$ cat src/rtl/mux_rr_reg.sv
// Registered N:1 mux with fixed-select or round-robin grant; one cycle of latency, one word per cycle under full throughput.
// Backpressure: no input is accepted while a held word is stalled. Optional packet lock: define MUX_LOCK_EN.
module mux_rr_reg #(
  parameter  int WIDTH  = 16,
  parameter  int NUM_CH = 4,
  localparam int CW     = $clog2(NUM_CH)
) (
  input  logic                    clk,
  input  logic                    rst_n,
  input  logic [NUM_CH*WIDTH-1:0] in_data,
  input  logic [NUM_CH-1:0]       in_valid,
  output logic [NUM_CH-1:0]       in_ready,
`ifdef MUX_LOCK_EN
  input  logic [NUM_CH-1:0]       in_last,
  output logic                    out_last,
`endif
  input  logic                    mode,
  input  logic [CW-1:0]           sel,
  output logic [WIDTH-1:0]        out_data,
  output logic [CW-1:0]           out_ch,
  output logic                    out_valid,
  input  logic                    out_ready
);

  logic [WIDTH-1:0]    out_data_q, out_data_d;
  logic [CW-1:0]       out_ch_q, out_ch_d;
  logic                out_valid_q, out_valid_d;
  logic [CW-1:0]       ptr_q, ptr_d;

  logic                load;
  logic                xfer;
  logic                gnt_vld;
  logic [CW-1:0]       gnt_idx;
  logic [WIDTH-1:0]    gnt_data;
  logic                gnt_last;
  logic [2*NUM_CH-1:0] vld_dbl;
  logic [NUM_CH-1:0]   vld_rot;
  logic [CW:0]         rr_sum;

`ifdef MUX_LOCK_EN
  logic                lock_q, lock_d;
  logic [CW-1:0]       lock_ch_q, lock_ch_d;
  logic                out_last_q, out_last_d;
`endif

  assign load = !out_valid_q || out_ready;

  // Rotate valids so bit k corresponds to channel (ptr + k) mod NUM_CH.
  assign vld_dbl = {in_valid, in_valid} >> ptr_q;
  assign vld_rot = vld_dbl[NUM_CH-1:0];

  always_comb begin
    gnt_vld = 1'b0;
    gnt_idx = '0;
    rr_sum  = '0;
    if (mode) begin
      // Downward scan so the smallest offset from ptr wins.
      for (int k = NUM_CH - 1; k >= 0; k--) begin
        if (vld_rot[k]) begin
          rr_sum = {1'b0, ptr_q} + (CW+1)'(k);
          if (rr_sum >= (CW+1)'(NUM_CH)) begin
            rr_sum = rr_sum - (CW+1)'(NUM_CH);
          end
          gnt_vld = 1'b1;
          gnt_idx = rr_sum[CW-1:0];
        end
      end
    end else begin
      for (int i = 0; i < NUM_CH; i++) begin
        if (sel == CW'(i) && in_valid[i]) begin
          gnt_vld = 1'b1;
          gnt_idx = CW'(i);
        end
      end
    end
`ifdef MUX_LOCK_EN
    if (lock_q) begin
      gnt_vld = 1'b0;
      gnt_idx = lock_ch_q;
      for (int i = 0; i < NUM_CH; i++) begin
        if (lock_ch_q == CW'(i) && in_valid[i]) begin
          gnt_vld = 1'b1;
        end
      end
    end
`endif
  end

  always_comb begin
    gnt_data = '0;
    gnt_last = 1'b1;
    for (int i = 0; i < NUM_CH; i++) begin
      if (gnt_idx == CW'(i)) begin
        gnt_data = in_data[i*WIDTH +: WIDTH];
`ifdef MUX_LOCK_EN
        gnt_last = in_last[i];
`endif
      end
    end
  end

  assign xfer = load && gnt_vld;

  always_comb begin
    for (int i = 0; i < NUM_CH; i++) begin
      in_ready[i] = rst_n && xfer && (gnt_idx == CW'(i));
    end
  end

  always_comb begin
    out_valid_d = out_valid_q;
    out_data_d  = out_data_q;
    out_ch_d    = out_ch_q;
    ptr_d       = ptr_q;
    if (load) begin
      out_valid_d = gnt_vld;
    end
    if (xfer) begin
      out_data_d = gnt_data;
      out_ch_d   = gnt_idx;
      // ptr only moves past a channel once its packet is complete.
      if (mode && gnt_last) begin
        ptr_d = (gnt_idx == CW'(NUM_CH - 1)) ? '0 : gnt_idx + 1'b1;
      end
    end
  end

`ifdef MUX_LOCK_EN
  always_comb begin
    lock_d     = lock_q;
    lock_ch_d  = lock_ch_q;
    out_last_d = out_last_q;
    if (xfer) begin
      lock_d     = !gnt_last;
      lock_ch_d  = gnt_idx;
      out_last_d = gnt_last;
    end
  end

  always_ff @(posedge clk or negedge rst_n) begin
    if (!rst_n) begin
      lock_q     <= 1'b0;
      lock_ch_q  <= '0;
      out_last_q <= 1'b0;
    end else begin
      lock_q     <= lock_d;
      lock_ch_q  <= lock_ch_d;
      out_last_q <= out_last_d;
    end
  end

  assign out_last = out_last_q;
`endif

  always_ff @(posedge clk or negedge rst_n) begin
    if (!rst_n) begin
      out_valid_q <= 1'b0;
      out_data_q  <= '0;
      out_ch_q    <= '0;
      ptr_q       <= '0;
    end else begin
      out_valid_q <= out_valid_d;
      out_data_q  <= out_data_d;
      out_ch_q    <= out_ch_d;
      ptr_q       <= ptr_d;
    end
  end

  assign out_valid = out_valid_q;
  assign out_data  = out_data_q;
  assign out_ch    = out_ch_q;

endmodule

$ cat config.mk
export PLATFORM = sky130hd
export DESIGN_NAME = mux_rr_reg
export DESIGN_NICKNAME = d
export VERILOG_FILES = /design/src/rtl/mux_rr_reg.sv
export SDC_FILE = /design/constraint.sdc
export NUM_CORES = 1
export LEC_CHECK = 0
export ABC_AREA = 0
export CAP_MARGIN = 20
export CELL_PAD_IN_SITES_DETAIL_PLACEMENT = 1
export CELL_PAD_IN_SITES_GLOBAL_PLACEMENT = 2
export CORE_AREA = 2 2 98 100
export CTS_BUF_LIST = sky130_fd_sc_hd__clkbuf_4
export DETAILED_ROUTE_END_ITERATION = 12
export DIE_AREA = 0 0 100 102
export PLACE_DENSITY = 0.74
export RECOVER_POWER = 100
export SETUP_SLACK_MARGIN = 0.2
export SLEW_MARGIN = 10
export SYNTH_ARGS = -nofsm -noshare
export SYNTH_HDL_FRONTEND = slang
export SYNTH_SLANG_ARGS = --single-unit
$ cat constraint.sdc
create_clock -name clk -period 2.55 [get_ports clk]
set_input_delay 0.255 -clock clk [delete_from_list [all_inputs] [get_ports clk]]
set_output_delay 0.255 -clock clk [all_outputs]
set_load 0.02 [all_outputs]
==> run_results.csv <==
group,metric,value,unit
global_route,gr-usage-met1,0.1643,
layout,nNetsFinal,384,
sta,period_minus_slack,2429,ps
clocking,htree_levels,1,
floorplan,die_w,100,µm
layout,syn_to_final_growth,107.4,%
synth,ys.flop_type,"dfrtp_1",
floorplan,floorplan.initialDensity,0.1662,
floorplan,io_pins,97,
synth,yosys_warnings,0,
place,dp_hpwl,5500,µm
layout,fillers,1040,
min_path,hp-class,"in2async",
sta,grt_setup_unrepaired,"true",
synth,syn-num-nets,261,
sta,finClkSkew,3.209,ps
synth,synth_edf_count,0,
synth,async_reset_ff_frac,1.000,
drt,vias,1880,
place,dpl.cell_count,400,
worst_setup_path,arrival,2630,ps
floorplan,core-area,9109,µm²
worst_setup_path,endpoint_kind,"flip-flop",
drt,drc,0,
place,gp_congestion,0.8238,
synth,syn_avg_cell_area,8.273,µm²
layout,multiInputGateArea,1105,µm²
global_route,grt_pass1_wl,10620,µm
sta,finalHoldViolCount,0,
synth,synth_adder_area_share,0.03306,
layout,register_area,526.8,µm²
global_route,grt_usage,0.1344,
synth,synth.cell_area,1514,µm²
synth,ys_seq_area_frac,0.3471,
clocking,cts_buffers,3,
synth,yosys.area_share.simple,0.2140,
sta,finalSetupViolCount,0,
worst_setup_path,r2r_setup_slack,130,ps
layout,drive_above_1_share,0.2787,
run_status,status,"completed",
worst_setup_path,critPathKind,"in2reg",
clocking,clockBufferDepth,2,
power,ir_worst_vdd,0.1721,mV
drt,vias_per_cell,4.519,
clocking,path_clk_slew,120,ps
global_route,antenna_found_initial,0,
drt,routed_wl,7507,µm
synth,synth_commonest_cells,"a21oi_1, dfrtp_1, nor2_1, nor2b_1",
global_route,busiest_layer,"met2",
floorplan,die_y,102,µm
sta,max_freq,411.7,MHz
power,p_leak,1.247,nW
worst_setup_path,cp.required,2750,ps
clocking,clock_latency,310,ps
clocking,cts_tree,"built",
drt,ant_nets,0,
global_route,grt_max_degree,21,
synth,synthTopCellsByArea,"dfrtp_1, a21oi_1, a221oi_1, nor2b_1, nor3_1",
synth,synth_xor_area_frac,0,
synth,synth_compound_area_frac,0.2793,
layout,layout.cells.non_filler,416,
worst_setup_path,crit_start,"mode",
synth,synth_top_family_by_area,"compound AO/OA/AOI/OAI gates",
sta,maxSlewViolCount,0,
global_route,use_met2,0.2438,
clocking,clock-sinks,21,
worst_setup_path,path_max_fanout,7,
drt,dr.pass1.iters,4,
worst_setup_path,reg2reg_from,"ptr_q[1]",
synth,synth.area.mux_share,0.04711,
sta,worstMarginPinSlew,875.2,ps
floorplan,die-area,10200,µm²
layout,antennaDiodeCount,0,
drt,post_drt_wl_per_cell,18.05,µm
floorplan,rows,35,
sta,period_share,0.9525,
worst_setup_path,start_kind,"input port",
synth,yosysUniqueCellTypes,33,
flow_run,drv_cap,0,
synth,synth_cells,183,
drt,drt_iter0_drc,25,
layout,utilization,0.3446,
synth,synth_most_common_cell,"a21oi_1",
worst_setup_path,reg2reg_depth,11,
power,powerDensity,720.0,nW/µm²
synth,synth-seq-cells,21,
place,port_buffers,96,
global_route,grt_util_met3,0.01163,
global_route,grt_pass1_vias,1986,
global_route,grt_overflow,0,
clocking,cts_root_buf,"clkbuf_4",
synth,synth_top_area_frac,0.3471,
synth,synth_top_cell_by_area,"dfrtp_1",
worst_setup_path,r2r-end,"out_data[5]",
sta,slew_headroom,0.4165,
sta,tns,0,ps
-- sequential cells by signal, indices dropped and copies added (netlist names) --
name,count
out_ch,2
ptr_q,2
out_data,16
out_valid,1
-- report_power, final --
group / internal [mW] / leakage [nW] / switching (mW)
Clock: 0.0587 / 0.0177 / 0.108
Sequential: 0.458 / 0.240 / 0.0825
Combinational: 0.784 / 0.990 / 0.770
Total: 1.30 / 1.25 / 0.960
-- timing repair --
action                                  4_1_cts  5_1_grt
setup buffers                                 8        2
endpoints found under the setup margin       20       20
hold buffers                                  0        0
gates resized for setup                      46       34
pin swaps                                    15       19
endpoints found under the hold margin         0        0
gates cloned                                  1        1
-- per-stage QoR --
step	hold WS (ps)	power [mW]	setup WS (ps)	instance area, µm²
floorplan	-40.59	1.177	242.9	1516
finish	228.7	2.260	121.0	3139
CTS	143.8	2.201	165.8	3003
detailed placement	505.6	1.852	-323.3	2759
global placement	506.6	1.828	-307.8	2759
global route	216.7	2.413	15.82	3139
-- critical path: stages --
cell           delay, ps
dlygate4sd3_1        660
o211ai_1             140
o22ai_1              210
a31o_4               180
inv_4                 50
ha_4                 160
nor2b_4              150
clkbuf_16            160
a221oi_2             230
nor3_2                70
a21oi_1              240
a21oi_1              120
-- routing by layer --
layer / share of wire / up-vias
met5: 0 / -
met4: 0.034 / 0
met3: 0.031 / 13
met2: 0.52 / 44
met1: 0.41 / 910
li1: - / 913
-- cells in the final DEF (no fill, tap or decap), drive strengths merged --
cell / Yosys / final
nand2: 5 / 5
dlymetal6s2s: 0 / 1
o21ai: 5 / 5
clkinv: 0 / 1
a221oi: 15 / 15
o211ai: 1 / 1
nor4: 1 / 1
a22o: 1 / 1
mux2: 4 / 4
clkbuf: 8 / 9
dlygate4sd3: 0 / 21
a31o: 1 / 1
and3: 4 / 4
bufbuf: 0 / 1
nor2b: 17 / 17
o21bai: 1 / 1
o22ai: 1 / 1
dlygate4sd2: 0 / 5
inv: 7 / 7
a22oi: 1 / 1
buf: 8 / 35
a21oi: 37 / 37
and2: 1 / 1
o221ai: 1 / 1
o21a: 1 / 1
nor2: 18 / 18
ha: 4 / 4
a211o: 1 / 1
dfrtp: 21 / 21
nand2b: 1 / 1
mux4: 1 / 1
nor3: 16 / 16
o32a: 1 / 1
clkdlybuf4s50: 0 / 65
-- worst max path at each step --
stage | to | depth (start not counted)
after floorplan | out_data[10] | 12
after global placement | in_ready[0] | 10
after detailed placement | in_ready[0] | 10
after CTS | in_ready[2] | 10
after global routing | out_data[3] | 11
final | out_data[5] | 12
-- final cells by class --
type,count,share of cell area
timing repair buffer,134,0.4181
clock buffer,3,0.007174
tap,111,0.04424
multi-input combinational,139,0.3519
inverter,7,0.009167
clock inverter,1,0.001594
sequential,21,0.1678
-- cell families (layout without fill, tap and decap cells) --
| group | count (synthesis) | count (layout) |
|---|---|---|
| compound gates | 67 | 67 |
| simple gates | 63 | 63 |
| buf+inv | 23 | 145 |
| flops | 21 | 21 |
| mux | 5 | 5 |
| fa+ha+maj | 4 | 4 |
(Power assumes the default switching activity.)
